==> src/rtl/mdu_seq_ctrl_pkg.sv <==
// Shared types for the multiply/divide sequencer: operation codes, FSM states, op classification.
package mdu_seq_ctrl_pkg;

    typedef enum logic [1:0] {
        OP_MULT  = 2'b00,
        OP_MULTU = 2'b01,
        OP_DIV   = 2'b10,
        OP_DIVU  = 2'b11
    } op_e;

    typedef enum logic [2:0] {
        ST_IDLE = 3'd0,
        ST_PREP = 3'd1,
        ST_ITER = 3'd2,
        ST_FIX  = 3'd3,
        ST_DONE = 3'd4
    } state_e;

    function automatic logic op_is_signed(input op_e op);
        return (op == OP_MULT) || (op == OP_DIV);
    endfunction

    function automatic logic op_is_div(input op_e op);
        return (op == OP_DIV) || (op == OP_DIVU);
    endfunction

endpackage

==> src/rtl/mdu_seq_ctrl_if.sv <==
// Request/result bundle between the pipeline (master) and the multiply/divide sequencer (slave).
interface mdu_seq_ctrl_if #(parameter int WIDTH = 32);
    logic             start;
    logic [1:0]       op;
    logic [WIDTH-1:0] a;
    logic [WIDTH-1:0] b;
    logic             busy;
    logic             done;
    logic [WIDTH-1:0] hi;
    logic [WIDTH-1:0] lo;
    logic             div_by_zero;

    modport master (output start, op, a, b, input busy, done, hi, lo, div_by_zero);
    modport slave  (input start, op, a, b, output busy, done, hi, lo, div_by_zero);
endinterface

==> src/rtl/mdu_seq_ctrl_addsub.sv <==
// Combinational N-bit adder/subtractor; subtraction is A + ~B + 1, so carry=1 means no borrow.
module mdu_seq_ctrl_addsub #(parameter int N = 33) (
    input  logic [N-1:0] a_i,
    input  logic [N-1:0] b_i,
    input  logic         sub_i,
    output logic [N-1:0] sum_o,
    output logic         carry_o
);
    logic [N-1:0] b_sel_s;

    // Operand inversion and full-width add with carry-in
    always_comb begin
        b_sel_s            = sub_i ? ~b_i : b_i;
        {carry_o, sum_o}   = {1'b0, a_i} + {1'b0, b_sel_s} + {{N{1'b0}}, sub_i};
    end
endmodule

==> src/rtl/mdu_seq_ctrl.sv <==
// Radix-2 multi-cycle MULT/MULTU/DIV/DIVU sequencer sharing one (WIDTH+1)-bit add/sub datapath.
module mdu_seq_ctrl
    import mdu_seq_ctrl_pkg::*;
#(
    parameter int WIDTH = 32
) (
    input  logic          clk,
    input  logic          rst_n,
    mdu_seq_ctrl_if.slave bus
);
    localparam int CW = $clog2(WIDTH) + 1;
    localparam logic [CW-1:0]      CNT_LAST = CW'(WIDTH - 1);
    localparam logic [CW-1:0]      CNT_ONE  = {{(CW-1){1'b0}}, 1'b1};
    localparam logic [WIDTH-1:0]   ONE_W    = {{(WIDTH-1){1'b0}}, 1'b1};
    localparam logic [2*WIDTH-1:0] ONE_2W   = {{(2*WIDTH-1){1'b0}}, 1'b1};

    state_e           state_q, state_d;
    op_e              op_q, op_d;
    logic [CW-1:0]    cnt_q, cnt_d;
    logic [WIDTH-1:0] a_q, a_d, b_q, b_d, m_q, m_d;
    logic [WIDTH-1:0] acc_hi_q, acc_hi_d, acc_lo_q, acc_lo_d;
    logic [WIDTH-1:0] hi_q, hi_d, lo_q, lo_d;
    logic             q_neg_q, q_neg_d, r_neg_q, r_neg_d;
    logic             busy_q, busy_d, done_q, done_d, dbz_q, dbz_d;

    logic [WIDTH:0]   as_a_s, as_b_s, as_sum_s, rem_sh_s;
    logic             as_carry_s, is_div_s, sgn_s;
    logic [WIDTH-1:0] a_mag_s, b_mag_s, quo_fix_s, rem_fix_s;
    logic [2*WIDTH-1:0] prod_s, prod_fix_s;

    // Shared datapath operand selection: divide subtracts the divisor from the shifted remainder
    always_comb begin
        is_div_s = op_is_div(op_q);
        sgn_s    = op_is_signed(op_q);
        rem_sh_s = {acc_hi_q, acc_lo_q[WIDTH-1]};
        as_a_s   = is_div_s ? rem_sh_s : {1'b0, acc_hi_q};
        as_b_s   = {1'b0, m_q};
    end

    mdu_seq_ctrl_addsub #(.N(WIDTH + 1)) u_addsub (
        .a_i     (as_a_s),
        .b_i     (as_b_s),
        .sub_i   (is_div_s),
        .sum_o   (as_sum_s),
        .carry_o (as_carry_s)
    );

    // Operand magnitudes and sign-corrected results; -2^(W-1) stays as unsigned 2^(W-1)
    always_comb begin
        a_mag_s    = (sgn_s && a_q[WIDTH-1]) ? (~a_q + ONE_W) : a_q;
        b_mag_s    = (sgn_s && b_q[WIDTH-1]) ? (~b_q + ONE_W) : b_q;
        prod_s     = {acc_hi_q, acc_lo_q};
        prod_fix_s = q_neg_q ? (~prod_s + ONE_2W) : prod_s;
        quo_fix_s  = q_neg_q ? (~acc_lo_q + ONE_W) : acc_lo_q;
        rem_fix_s  = r_neg_q ? (~acc_hi_q + ONE_W) : acc_hi_q;
    end

    // Next-state, iteration and result logic
    always_comb begin
        state_d  = state_q;
        op_d     = op_q;
        cnt_d    = cnt_q;
        a_d      = a_q;
        b_d      = b_q;
        m_d      = m_q;
        acc_hi_d = acc_hi_q;
        acc_lo_d = acc_lo_q;
        hi_d     = hi_q;
        lo_d     = lo_q;
        q_neg_d  = q_neg_q;
        r_neg_d  = r_neg_q;
        dbz_d    = dbz_q;
        done_d   = 1'b0;
        case (state_q)
            ST_IDLE, ST_DONE: begin
                if (bus.start) begin
                    state_d = ST_PREP;
                    op_d    = op_e'(bus.op);
                    a_d     = bus.a;
                    b_d     = bus.b;
                    dbz_d   = 1'b0;
                end else begin
                    state_d = ST_IDLE;
                end
            end
            ST_PREP: begin
                // Multiply: multiplier in acc_lo, multiplicand in m. Divide: dividend in acc_lo.
                acc_hi_d = {WIDTH{1'b0}};
                acc_lo_d = is_div_s ? a_mag_s : b_mag_s;
                m_d      = is_div_s ? b_mag_s : a_mag_s;
                q_neg_d  = sgn_s && (a_q[WIDTH-1] ^ b_q[WIDTH-1]);
                r_neg_d  = sgn_s && a_q[WIDTH-1];
                cnt_d    = {CW{1'b0}};
                state_d  = ST_ITER;
            end
            ST_ITER: begin
                if (is_div_s) begin
                    acc_hi_d = as_carry_s ? as_sum_s[WIDTH-1:0] : rem_sh_s[WIDTH-1:0];
                    acc_lo_d = {acc_lo_q[WIDTH-2:0], as_carry_s};
                end else if (acc_lo_q[0]) begin
                    {acc_hi_d, acc_lo_d} = {as_sum_s, acc_lo_q[WIDTH-1:1]};
                end else begin
                    {acc_hi_d, acc_lo_d} = {1'b0, acc_hi_q, acc_lo_q[WIDTH-1:1]};
                end
                cnt_d = cnt_q + CNT_ONE;
                if (cnt_q == CNT_LAST) begin
                    state_d = ST_FIX;
                end else begin
                    state_d = ST_ITER;
                end
            end
            ST_FIX: begin
                if (!is_div_s) begin
                    {hi_d, lo_d} = prod_fix_s;
                end else if (b_q == {WIDTH{1'b0}}) begin
                    hi_d  = a_q;
                    lo_d  = {WIDTH{1'b1}};
                    dbz_d = 1'b1;
                end else begin
                    hi_d = rem_fix_s;
                    lo_d = quo_fix_s;
                end
                done_d  = 1'b1;
                state_d = ST_DONE;
            end
            default: begin
                state_d = ST_IDLE;
            end
        endcase
        busy_d = (state_d == ST_PREP) || (state_d == ST_ITER) || (state_d == ST_FIX);
    end

    // State and datapath registers
    always_ff @(posedge clk or negedge rst_n) begin
        if (!rst_n) begin
            state_q  <= ST_IDLE;
            op_q     <= OP_MULT;
            cnt_q    <= {CW{1'b0}};
            a_q      <= {WIDTH{1'b0}};
            b_q      <= {WIDTH{1'b0}};
            m_q      <= {WIDTH{1'b0}};
            acc_hi_q <= {WIDTH{1'b0}};
            acc_lo_q <= {WIDTH{1'b0}};
            hi_q     <= {WIDTH{1'b0}};
            lo_q     <= {WIDTH{1'b0}};
            q_neg_q  <= 1'b0;
            r_neg_q  <= 1'b0;
            busy_q   <= 1'b0;
            done_q   <= 1'b0;
            dbz_q    <= 1'b0;
        end else begin
            state_q  <= state_d;
            op_q     <= op_d;
            cnt_q    <= cnt_d;
            a_q      <= a_d;
            b_q      <= b_d;
            m_q      <= m_d;
            acc_hi_q <= acc_hi_d;
            acc_lo_q <= acc_lo_d;
            hi_q     <= hi_d;
            lo_q     <= lo_d;
            q_neg_q  <= q_neg_d;
            r_neg_q  <= r_neg_d;
            busy_q   <= busy_d;
            done_q   <= done_d;
            dbz_q    <= dbz_d;
        end
    end

    assign bus.busy        = busy_q;
    assign bus.done        = done_q;
    assign bus.hi          = hi_q;
    assign bus.lo          = lo_q;
    assign bus.div_by_zero = dbz_q;

endmodule

==> src/flat_wrapper.sv <==
// flat-port wrapper written by rule: the top's interface ports become plain ports
module mdu_seq_ctrl_flat import mdu_seq_ctrl_pkg::*;
#(
    parameter int WIDTH = 32
)
  (clk, rst_n, bus_start, bus_op, bus_a, bus_b, bus_busy, bus_done, bus_hi, bus_lo, bus_div_by_zero);
  mdu_seq_ctrl_if #(.WIDTH(WIDTH)) bus_i ();
  input  logic clk;
  input  logic rst_n;
  input wire logic [$bits(bus_i.start)-1:0] bus_start;
  input wire logic [$bits(bus_i.op)-1:0] bus_op;
  input wire logic [$bits(bus_i.a)-1:0] bus_a;
  input wire logic [$bits(bus_i.b)-1:0] bus_b;
  output wire logic [$bits(bus_i.busy)-1:0] bus_busy;
  output wire logic [$bits(bus_i.done)-1:0] bus_done;
  output wire logic [$bits(bus_i.hi)-1:0] bus_hi;
  output wire logic [$bits(bus_i.lo)-1:0] bus_lo;
  output wire logic [$bits(bus_i.div_by_zero)-1:0] bus_div_by_zero;
  assign bus_i.start = bus_start;
  assign bus_i.op = bus_op;
  assign bus_i.a = bus_a;
  assign bus_i.b = bus_b;
  assign bus_busy = bus_i.busy;
  assign bus_done = bus_i.done;
  assign bus_hi = bus_i.hi;
  assign bus_lo = bus_i.lo;
  assign bus_div_by_zero = bus_i.div_by_zero;
  mdu_seq_ctrl #(.WIDTH(WIDTH)) u_core (.clk(clk), .rst_n(rst_n), .bus(bus_i));
endmodule
==> config.mk <==
export PLATFORM = sky130hd
export DESIGN_NAME = mdu_seq_ctrl_flat
export DESIGN_NICKNAME = d
export VERILOG_FILES = /design/src/rtl/mdu_seq_ctrl_pkg.sv /design/src/rtl/mdu_seq_ctrl_if.sv /design/src/rtl/mdu_seq_ctrl_addsub.sv /design/src/rtl/mdu_seq_ctrl.sv /design/src/flat_wrapper.sv
export SDC_FILE = /design/constraint.sdc
export NUM_CORES = 1
export LEC_CHECK = 0
export BUFFER_PORTS_ARGS = -buffer_cell sky130_fd_sc_hd__buf_2
export CAP_MARGIN = 20
export CORE_UTILIZATION = 39
export DETAILED_ROUTE_END_ITERATION = 7
export PLACE_DENSITY = 0.62
export SLEW_MARGIN = 20
export SYNTH_ARGS = -nofsm -noshare
export SYNTH_HDL_FRONTEND = slang
export SYNTH_SLANG_ARGS = --single-unit
==> constraint.sdc <==
create_clock -name clk -period 4.6 [get_ports clk]
set_input_delay 0.46 -clock clk [delete_from_list [all_inputs] [get_ports clk]]
set_output_delay 0.46 -clock clk [all_outputs]
set_load 0.05 [all_outputs]
# After elaboration in Yosys (flattened, before gate mapping)
# Cells that the tools add are included.
# op_classes
magnitude_cmp	0
n_reduce_logical	15
mul	0
shifts	0
n_eq_ne	13
div_mod_pow	0
addsub	8
n_bitwise	7
mux	29
# ops
cell	n
32-bit 2-to-1 mux	15
32-bit by 1-bit adder with 32-bit output (second input constant)	4
32-bit NOT	4
32-bit one-hot mux with 2 select lines	2
33-bit 2-to-1 mux	2
64-bit by 1-bit adder with 64-bit output (second input constant)	1
64-bit 2-to-1 mux	1
64-bit NOT	1
33-bit by 33-bit adder with 34-bit output	1
34-bit by 1-bit adder with 34-bit output	1
32-bit NOT with 33-bit output	1
32-bit logical NOT	1
3-bit by 2-bit equality test with 1-bit output (second input constant)	4
3-bit one-hot mux with 4 select lines	1
6-bit one-hot mux with 2 select lines	1
6-bit by 1-bit adder with 6-bit output (second input constant)	1
3-bit by 1-bit equality test with 1-bit output (second input constant)	2
6-bit by 5-bit equality test with 1-bit output (second input constant)	1
1-bit 2-to-1 mux	6
2-bit equality test (second input constant)	2
1-bit logical OR	4
2-bit by 1-bit != test with 1-bit output (second input constant)	2
4-bit AND reduction	1
2-bit nonzero test	2
other kinds (9)	11
# totals
reg_bits	240
mem_count	0
ram_bits	0
in_bits	69
rom_bits	0
word_cells	87
latch_bits	0

# Logic depth before layout (Yosys ltp)
# Gate-level depths: netlist of the first run.
# depth
word_depth	8
depth_mapped	19
mapped_depth_nobuf	11

# By module
# A second synthesis of the first run with hierarchy kept.
# unflattened
cells_unflattened	2090
area_unflattened_um2	17420.5
# by_module_without_submodules
mod	cells_per_inst	area_each_um2	instances	seq_area_each_um2
mdu_seq_ctrl	1815	15402.3	1	6005.8
mdu_seq_ctrl_addsub	275	2018.2	1	0.0

# Worst setup path after synthesis of the first run
# No wires, ideal clock.
# synth_timing
path_type	flip-flop to flip-flop
start	register u_core.op_q[1]
end	register u_core.acc_hi_q[14]
t_arrival_ns	4.396
synth_period_minus_slack_ns	4.522
path_stages_with_launch	17
setup_slack_ns	0.078
path_buffers	7
setup_time_ns	0.126
cell_sequence	dfrtp_1 > clkbuf_1 > clkbuf_1 > buf_1 > buf_1 > xor2_1 > ha_1 > clkbuf_1 > nand2_1 > nor4_1 > nor3b_1 > a21o_1 > clkbuf_1 > or2_2 > buf_4 > mux2_2 > a221o_1
# synth_between
elab_chain_cells	8
elab_cells_between_ends	11
classes_between	add/sub: 2; eq/ne: 2; mux: 6; reduce/logical: 1
# synth_rtl
item	line	text
from (decl)	mdu_seq_ctrl.sv:18	op_e op_q, op_d;
from (signal assigned)	mdu_seq_ctrl.sv:153	op_q <= op_d;
2-bit equality test	mdu_seq_ctrl_pkg.sv:24	return (op == OP_DIV) || (op == OP_DIVU);
1-bit logical OR *	mdu_seq_ctrl_pkg.sv:24	
33-bit 2-to-1 mux, on equally long branches	mdu_seq_ctrl.sv:36, mdu_seq_ctrl_addsub.sv:13	
33-bit by 33-bit adder with 34-bit output	mdu_seq_ctrl_addsub.sv:14	{carry_o, sum_o} = {1'b0, a_i} + {1'b0, b_sel_s} + {{N{1'b0}}, sub_i};
34-bit by 1-bit adder with 34-bit output	mdu_seq_ctrl_addsub.sv:14	
32-bit 2-to-1 mux, on equally long branches	mdu_seq_ctrl.sv:100, mdu_seq_ctrl.sv:98	
32-bit 2-to-1 mux *	mdu_seq_ctrl.sv:97	if (is_div_s) begin
32-bit one-hot mux with 2 select lines *	mdu_seq_ctrl.sv:74	case (state_q)
to (signal assigned)	mdu_seq_ctrl.sv:142	acc_hi_q <= {WIDTH{1'b0}};
to (signal assigned)	mdu_seq_ctrl.sv:158	acc_hi_q <= acc_hi_d;
to (decl)	mdu_seq_ctrl.sv:21	logic [WIDTH-1:0] acc_hi_q, acc_hi_d, acc_lo_q, acc_lo_d;
# Mark *: on every way between the ends. The rest lies on a longest branch, timed or not.
# A chain may end at the register's enable or synchronous reset.

# Worst setup path in the final report of the first run
# layout_timing
start	register u_core.op_q[1]
end	register u_core.acc_hi_q[10]
# Same word-level chain as after synthesis.

==> impl_metrics.env, run 1 <==
export IMPL_r2r_cells=11
export IMPL_num_rows=76
export IMPL_swShare_pct=53.1
export IMPL_routabilityCongestion=0.977
export IMPL_yosysWarnings=0
export IMPL_ys_ff_latch=240
export IMPL_worstHoldPathType="in -> async"
export IMPL_drtAntennaViolNets=0
export IMPL_viasPerCell=5.92
export IMPL_ir_drop_v=0.000391
export IMPL_clock_skew_ps=11.7
export IMPL_violations="hold timing"
export IMPL_critPathLaunch="u_core.op_q[1]"
export IMPL_clk_insertion_delay_late_ps=570
export IMPL_hold_viol_final=34
export IMPL_instances_no_fill=2770
export IMPL_fin_nets=2271
export IMPL_drc=0
export IMPL_wl_per_cell_um=22.0
export IMPL_core_area_um2=43300
export IMPL_max_freq_mhz=235
export IMPL_seq_area_um2=6010
export IMPL_setup_violations=0
export IMPL_r2r_start="u_core.op_q[1]"
export IMPL_arrival_ps=4650
export IMPL_fin_crit_sh_pct=92.6
export IMPL_pwr_share_comb_pct=61.3
export IMPL_diodes=0
export IMPL_path_clk_slew_ps=60
export IMPL_outcome="finished, violations left"
export IMPL_leakagePower_nw=8.69
export IMPL_seq_area_frac_synth_pct=35.0
export IMPL_cts_buffers=28
export IMPL_worst_setup_path_end_kind="register"
export IMPL_cts_sinks=240
export IMPL_period_needed_ps=4260
export IMPL_pre_cts_ws_ps=446
export IMPL_wirelength_um=61000
export IMPL_tns_ps=0
export IMPL_power_density_nw_per_um2=930
export IMPL_vias=16388
export IMPL_grt_pass1_wl_um=93900
export IMPL_synthesis_area_um2=17200
export IMPL_avgSynthCellArea_um2=8.11
export IMPL_ios=136
export IMPL_portBuffers=135
export IMPL_cts_setup_buffers=0
export IMPL_pwr_share_seq_pct=25.2
export IMPL_async_reset_ff_share_pct=100
export IMPL_grtUsageTotal_pct=27.3
export IMPL_dp_cells=2720
export IMPL_hold_buffers=0
export IMPL_hold_ws_ps=-54.9
export IMPL_fp_dieW_um=212
export IMPL_worst_pin_slew_ps=1120
export IMPL_antenna_found_initial=2
export IMPL_cts_max_path_buffers=3
export IMPL_layout_setup_ws_ps=340
export IMPL_ctsResizeCount=0
export IMPL_synth_cell_types=74
export IMPL_drt_pass1_iter_count=5
export IMPL_drive_gt1_share_pct=13.8
export IMPL_start_util_pct=39.7
export IMPL_pwr_share_clk_pct=13.5
export IMPL_crit_fanout=23
export IMPL_final_max_slew_violation_count=0
export IMPL_gr_total_overflow=0
export IMPL_p_switching_mw=9.60
export IMPL_max_cap_violations=0
export IMPL_die_area_um2=44900
export IMPL_drtIter0Drc=1719
export IMPL_syn2layout_area_growth_pct=13.1
export IMPL_crit_type="reg -> reg"
export IMPL_fillCellCount=4322
export IMPL_critPathLaunchType="register"
export IMPL_grt_max_degree=113
export IMPL_grt_pass1_vias=15367
export IMPL_synth_ff_type="dfrtp_1"
export IMPL_multi_input_area_um2=10500
export IMPL_grt_setup_unrepaired="no"
export IMPL_post_dp_hpwl_um=46000
export IMPL_synth_nets=2223
export IMPL_intPower_mw=8.48
export IMPL_max_slew_margin_pct=24.3
export IMPL_ctsHtreeMaxLevel=1
export IMPL_cts_root_buf="clkbuf_16"
export IMPL_die_h_um=212
export IMPL_cts_tree="built"
export IMPL_crit_required_ps=4990
export IMPL_utilization_pct=44.9
export IMPL_synth_edf_count=0
export IMPL_netlist_instances=2117
==> routing by layer <==
metal / up-vias / GRT usage, % / wire length [um]
li1: 7591 / - / -
met1: 7975 / 39.0 / 27700
met2: 707 / 41.5 / 26300
met3: 111 / 4.95 / 4960
met4: 4 / 8.32 / 2010
met5: - / 0 / 18
==> kinds of logic after synthesis <==
logic type,Yosys count,synth area share [%]
buffers and inverters,195,4.35
muxes,108,6.59
adders and majority gates,37,2.74
AOI/OAI and AO/OA,575,21.2
and+or+nand+nor,759,19.8
xor gates and xnor gates,203,10.4
DFF,240,35.0
==> critical path: stages, from the launching register on <==
cell	delay (ps)
dfrtp_4	650
buf_12	230
mux2_2	350
ha_1	410
nand2_1	130
nor4_1	430
nor3b_1	410
a21o_1	320
or2_2	390
buf_4	340
mux2i_1	240
o221ai_1	150
==> placed cells by master (no fill, tap or decap), types with 18 or more instances in the layout <==
| cell | n |
|---|---|
| nand2_1 | 389 |
| dfrtp_1 | 238 |
| o21ai_0 | 177 |
| nor2_1 | 170 |
| a21oi_1 | 156 |
| xor2_1 | 150 |
| buf_2 | 134 |
| mux2i_1 | 68 |
| xnor2_1 | 53 |
| buf_4 | 47 |
| mux2_2 | 40 |
| a211oi_1 | 38 |
| ha_1 | 36 |
| o31ai_1 | 34 |
| o221ai_1 | 30 |
| clkbuf_16 | 29 |
| nor4_1 | 27 |
| inv_1 | 25 |
| nand3_1 | 23 |
| nor3_1 | 23 |
| a21o_1 | 23 |
| or3_1 | 20 |
| a221o_1 | 19 |
| nand4_1 | 18 |
| a31oi_1 | 18 |
==> path summary, 6_finish.rpt <==
| path | end | slack [ps] |
|---|---|---|
| min in group clk | u_core.a_q[15] | 90 |
| max | u_core.acc_hi_q[10] | 340 |
| min reg2reg | u_core.bus.hi[10] | 480 |
| max in group asynchronous | u_core.bus.hi[15] | 3510 |
| max reg2reg | u_core.acc_hi_q[10] | 340 |
| min | u_core.b_q[7] | -50 |
==> state kept, by name, summed over array words and instances, names as in the netlist, 2 cells and up <==
name	flops
u_core.m_q	32
u_core.acc_lo_q	32
u_core.bus.lo	32
u_core.a_q	32
u_core.b_q	32
u_core.cnt_q	6
u_core.bus.hi	32
u_core.op_q	2
u_core.acc_hi_q	32
u_core.state_q	3
==> power by group through the flow <==
stage                     combinational [mW]  sequential (mW)  clock (mW)
after floorplan                         7.43             4.58           0
after global placement                  10.8             4.50           0
after detailed placement                10.9             4.54           0
after CTS                               10.9             4.51        2.47
after global routing                    12.0             4.66        2.55
final                                   11.1             4.55        2.44
==> cells in the mapped netlist (30+ instances only) <==
master    count  area (um2)
a211oi_1     38         285
a21oi_1     156         781
clkbuf_1    149         559
dfrtp_1     240        6010
ha_1         36         450
mux2_2       40         450
mux2i_1      68         681
nand2_1     390        1460
nor2_1      171         642
o21ai_0     177         886
o221ai_1     30         263
o31ai_1      34         255
xnor2_1      53         464
xor2_1      150        1310
==> metrics by stage <==
step                      power [mW]  hold slack [ps]  area [um2]
after detailed placement        15.4              462       18400
after global routing            19.2             25.7       19400
after floorplan                 12.0              164       17200
final                           18.1            -54.9       19400
after global placement          15.3              455       18400
after CTS                       17.9             12.5       19400
==> area by class of cell <==
cell class,instances,share of cell area [%]
inverter,26,0.502
sequential,240,30.9
multi-input combinational,1682,53.8
tap,585,3.77
timing repair buffer,187,5.86
clock buffer,36,3.97
clock inverter,14,1.15
Power figures use the tool's default switching activity.
==> run 2: changes to the inputs <==
--- a/config.mk
+++ b/config.mk
@@ -10,6 +10,7 @@
 export CORE_UTILIZATION = 39
 export DETAILED_ROUTE_END_ITERATION = 7
 export PLACE_DENSITY = 0.62
+export RECOVER_POWER = 25
 export SLEW_MARGIN = 20
 export SYNTH_ARGS = -nofsm -noshare
 export SYNTH_HDL_FRONTEND = slang
==> run 2 against run 1 <==
- the run ends with capacitance limit, slew limit left
- combinational power about the same
- global-route usage is the same
- sequential share of layout area about the same
- final cell count stayed put
- critical path type unchanged
- critical endpoint unchanged
- utilization hardly changed
==> impl_metrics.env, run 2 (synthesis results as in run 1) <==
export IMPL_outcome="finished, violations left"
export IMPL_violations="capacitance limit, slew limit"
export IMPL_hold_ws_ps=87.9
export IMPL_vias=16340
export IMPL_grtUsageTotal_pct=27.3
export IMPL_wirelength_um=61000
export IMPL_drt_pass1_iter_count=5
export IMPL_critPathBufInv=2
export IMPL_tns_ps=0
export IMPL_portBuffers=135
export IMPL_num_rows=76
export IMPL_antenna_found_initial=2
export IMPL_start_util_pct=39.7
export IMPL_drive_gt1_share_pct=13.8
export IMPL_cts_max_path_buffers=3
export IMPL_drc=0
export IMPL_power_density_nw_per_um2=931
export IMPL_grt_pass1_vias=15367
export IMPL_crit_fanout=23
export IMPL_max_freq_mhz=234
export IMPL_ir_drop_v=0.000390
export IMPL_final_max_slew_violation_count=112
export IMPL_clock_skew_ps=11.3
export IMPL_die_h_um=212
export IMPL_worstHoldPathType="in -> reg"
export IMPL_gr_total_overflow=0
export IMPL_critPathMaxStageDelay_ps=660
export IMPL_cp_slowest_cell="dfrtp_4"
export IMPL_worst_pin_slew_ps=3060
export IMPL_crit_type="reg -> reg"
export IMPL_wl_per_cell_um=22.0
export IMPL_die_area_um2=44900
export IMPL_ctsHtreeMaxLevel=1
export IMPL_diodes=0
export IMPL_ctsResizeCount=0
export IMPL_drtAntennaViolNets=0
export IMPL_grt_setup_unrepaired="no"
export IMPL_fp_dieW_um=212
export IMPL_final_common_cell="nand2_1"
export IMPL_crit_chain="buf_12 > mux2_2 > ha_1 > nand2_1 > nor4_1 > nor3b_1 > a21o_1 > or2_2 > buf_4 > mux2i_1 > o221ai_1"
export IMPL_grt_max_degree=113
export IMPL_setup_violations=0
export IMPL_clk_insertion_delay_late_ps=560
export IMPL_period_needed_ps=4270
export IMPL_fin_crit_sh_pct=92.9
export IMPL_cts_tree="built"
export IMPL_drtIter0Drc=1704
export IMPL_worst_setup_path_end_kind="register"
export IMPL_arrival_ps=4670
export IMPL_max_slew_margin_pct=-104
export IMPL_post_dp_hpwl_um=46000
export IMPL_cts_setup_buffers=0
export IMPL_fillCellCount=4322
export IMPL_critPathTopFamily="simple AND/OR/NAND/NOR gates"
export IMPL_grt_pass1_wl_um=93900
export IMPL_cts_buffers=28
export IMPL_leakagePower_nw=8.69
export IMPL_fin_nets=2271
export IMPL_cts_root_buf="clkbuf_16"
export IMPL_final_cell_mix="389 x nand2_1, 238 x dfrtp_1, 177 x o21ai_0"
export IMPL_viasPerCell=5.90
export IMPL_routabilityCongestion=0.977
export IMPL_cts_sinks=240
export IMPL_path_clk_slew_ps=60
export IMPL_max_cap_violations=1
export IMPL_syn2layout_area_growth_pct=13.1
export IMPL_hold_buffers=0
export IMPL_hold_viol_final=0
export IMPL_core_area_um2=43300
export IMPL_critPathLaunchType="register"
export IMPL_ios=136
export IMPL_crit_required_ps=4990
==> run 2: cell count changes in the layout (fill, tap and decap cells not counted), sizes merged <==
cell    before  now
buf        187  185
clkbuf      36   38
==> run 2: final cells by class <==
class                      instances  area (um2)  share of cell area (%)
sequential                       240        6010                    31.0
clock inverter                    14         224                    1.15
tap                              585         732                    3.77
timing repair buffer             187        1130                    5.80
multi-input combinational       1682       10500                    53.8
inverter                          26        97.6                   0.503
clock buffer                      36         772                    3.98
==> run 2: worst min-delay path, cell delays in order <==
cell and delay [ps]:
buf_2 70, nand2_1 40, nand2_1 50
==> run 2: metal layers <==
| metal | GRT usage [%] | share of wire, % | wire, um |
|---|---|---|---|
| met5 | 0 | 0.030 | 18 |
| met2 | 41.5 | 43 | 26300 |
| met3 | 4.95 | 8.4 | 5120 |
| met4 | 8.32 | 3.2 | 1970 |
| met1 | 39.0 | 45 | 27500 |
==> run 2: worst paths after layout <==
kind	start	to	slack, ps	cells past startpoint
setup / recovery	u_core.op_q[1]	u_core.acc_hi_q[10]	330	11
hold / removal	bus_a[10]	u_core.a_q[10]	90	3
setup reg to reg	u_core.op_q[1]	u_core.acc_hi_q[10]	330	11
hold reg to reg	u_core.bus.hi[10]	u_core.bus.hi[10]	480	1
max in group asynchronous	rst_n	u_core.bus.lo[3]	1480	2
min in group asynchronous	rst_n	u_core.b_q[7]	880	1
==> run 2: report_power, final <==
part           switching [mW]  total, mW  internal (mW)
Sequential               1.52       4.55           3.03
Combinational            7.15       11.1           3.93
Clock                   0.925       2.44           1.51
Total                    9.60       18.1           8.48
==> run 2: through the flow <==
stage	cells	setup WS, ps	total power [mW]	utilization (%)	area (um2)
2_1_floorplan	2117	78.4	12.0	-	17200
3_3_place_gp	2720	568	15.3	42.6	18400
3_5_place_dp	2720	446	15.4	42.6	18400
4_1_cts	2770	404	17.9	44.9	19400
5_1_grt	2770	151	19.2	44.9	19400
6_report	2770	326	18.1	44.9	19400
==> run 3: changes to the inputs <==
--- a/config.mk
+++ b/config.mk
@@ -9,6 +9,7 @@
 export CAP_MARGIN = 20
 export CORE_UTILIZATION = 39
 export DETAILED_ROUTE_END_ITERATION = 7
+export GPL_TIMING_DRIVEN = 0
 export PLACE_DENSITY = 0.62
 export RECOVER_POWER = 25
 export SLEW_MARGIN = 20
==> run 3 against run 2 <==
- routed wire length up 16%
- count of clock-buffer cells in the layout unchanged
- utilization up 1.1 points
- fmax down 6.1%
- global-route usage up 4.3 points
- clock skew up 18 ps
- cell area up 2.5%
- sequential cell count unchanged
- the flow still finishes with violations (capacitance limit, slew limit)
==> impl_metrics.env, run 3 (synthesis results as in run 1) <==
export IMPL_vias=17380
export IMPL_seq_area_um2=6010
export IMPL_drt_pass1_iter_count=6
export IMPL_multi_input_area_um2=10600
export IMPL_final_cell_mix="390 x nand2_1, 240 x dfrtp_1, 173 x o21ai_0"
export IMPL_cts_tree="built"
export IMPL_crit_type="reg -> reg"
export IMPL_drc=0
export IMPL_critPathLaunchType="register"
export IMPL_syn2layout_area_growth_pct=15.8
export IMPL_grt_pass1_wl_um=105000
export IMPL_cts_max_path_buffers=3
export IMPL_fin_crit_sh_pct=99.0
export IMPL_outcome="finished, violations left"
export IMPL_fin_nets=2388
export IMPL_period_needed_ps=4550
export IMPL_setup_violations=0
export IMPL_hold_viol_final=0
export IMPL_clock_skew_ps=29.5
export IMPL_final_max_slew_violation_count=60
export IMPL_grt_max_degree=94
export IMPL_die_h_um=212
export IMPL_arrival_ps=5030
export IMPL_crit_required_ps=5070
export IMPL_wl_per_cell_um=24.6
export IMPL_post_dp_hpwl_um=55200
export IMPL_utilization_pct=46.0
export IMPL_max_freq_mhz=220
export IMPL_num_rows=76
export IMPL_grt_setup_unrepaired="no"
export IMPL_drive_gt1_share_pct=12.8
export IMPL_drtIter0Drc=2257
export IMPL_viasPerCell=6.02
export IMPL_antenna_found_initial=1
export IMPL_max_cap_violations=1
export IMPL_drtAntennaViolNets=0
export IMPL_final_common_cell="nand2_1"
export IMPL_fp_dieW_um=212
export IMPL_worst_setup_path_end_kind="register"
export IMPL_cts_sinks=240
export IMPL_clk_insertion_delay_late_ps=580
export IMPL_crit_fanout=10
export IMPL_path_clk_slew_ps=60
export IMPL_worst_pin_slew_ps=3550
export IMPL_max_slew_margin_pct=-137
export IMPL_portBuffers=135
export IMPL_gr_total_overflow=0
export IMPL_diodes=0
export IMPL_grt_pass1_vias=16098
export IMPL_fillCellCount=4319
export IMPL_violations="capacitance limit, slew limit"
export IMPL_ctsHtreeMaxLevel=1
export IMPL_die_area_um2=44900
export IMPL_cts_buffers=29
export IMPL_wirelength_um=70900
export IMPL_routabilityCongestion=1.00
export IMPL_cts_root_buf="clkbuf_16"
export IMPL_ios=136
export IMPL_grtUsageTotal_pct=31.6
export IMPL_start_util_pct=39.7
export IMPL_hold_ws_ps=63.8
export IMPL_core_area_um2=43300
export IMPL_worstHoldPathType="in -> reg"
-- run 3: cell count changes in the layout (fill, tap and decap cells not counted), sizes merged --
cell	change
buf	-27
bufinv	-3
clkbuf	+142
clkinv	+2
dlygate4sd3	+1
inv	+2
-- run 3: area by class of cell --
type	instances	area share (%)
Multi-Input combinational cell	1682	53.4
Clock buffer	36	4.03
Timing Repair Buffer	140	3.81
Buffer	163	3.51
Clock inverter	15	0.868
Sequential cell	240	30.2
Inverter	26	0.491
Tap cell	585	3.68
-- run 3: per-stage QoR --
| step | area, um2 | worst slack [ps] | cells | TNS (ps) |
|---|---|---|---|---|
| floorplan | 17200 | 78.4 | 2117 | 0 |
| global placement | 18600 | -1880 | 2837 | -360550 |
| detailed placement | 18700 | -1920 | 2840 | -57460 |
| CTS | 19800 | 2.86 | 2890 | 0 |
| global route | 19900 | 19.2 | 2887 | 0 |
| finish | 19900 | 48.0 | 2887 | 0 |
-- run 3: timing repair --
action / 4_1_cts / 5_1_grt
setup endpoints to repair: 33 / 26
resized for setup: 51 / 17
hold buffers: 1 / 0
pin swaps: 0 / 1
setup buffers: 0 / 1
endpoints found under the hold margin: 59 / 0
-- run 3: layer usage --
metal	vias up	routed length, um	share of wire [%]	GRT usage, %
met5	-	13	0.018	0
met4	2	3170	4.5	12.9
met3	155	6390	9.0	5.16
met2	934	30400	43	47.7
met1	8473	31000	44	44.6
li1	7816	-	-	-
-- run 3: path summary, 6_finish.rpt --
path | cells past startpoint | to | start | slack [ps]
hold / removal | 3 | u_core.a_q[9] | bus_a[9] | 60
hold reg to reg | 1 | u_core.bus.hi[10] | u_core.bus.hi[10] | 480
setup reg to reg | 14 | u_core.acc_hi_q[20] | u_core.op_q[1] | 50
setup / recovery | 14 | u_core.acc_hi_q[20] | u_core.op_q[1] | 50
min in group asynchronous | 2 | u_core.b_q[10] | rst_n | 1660
max in group asynchronous | 2 | u_core.a_q[22] | rst_n | 930
-- run 3: worst max-delay path, stage by stage (launching register included) --
cell and delay (ps):
dfrtp_1 490, clkbuf_8 260, clkbuf_4 240, buf_6 230
buf_6 230, xor2_1 420, ha_1 360, a21oi_1 230
o21ai_1 220, a221oi_4 420, o21ai_0 230, a21oi_2 270
xor2_1 330, o21ai_0 210, a32o_1 300
Power of run 3 is not shown: default switching activity piles up to over one toggle a cycle in this logic, so the estimate is an artifact.
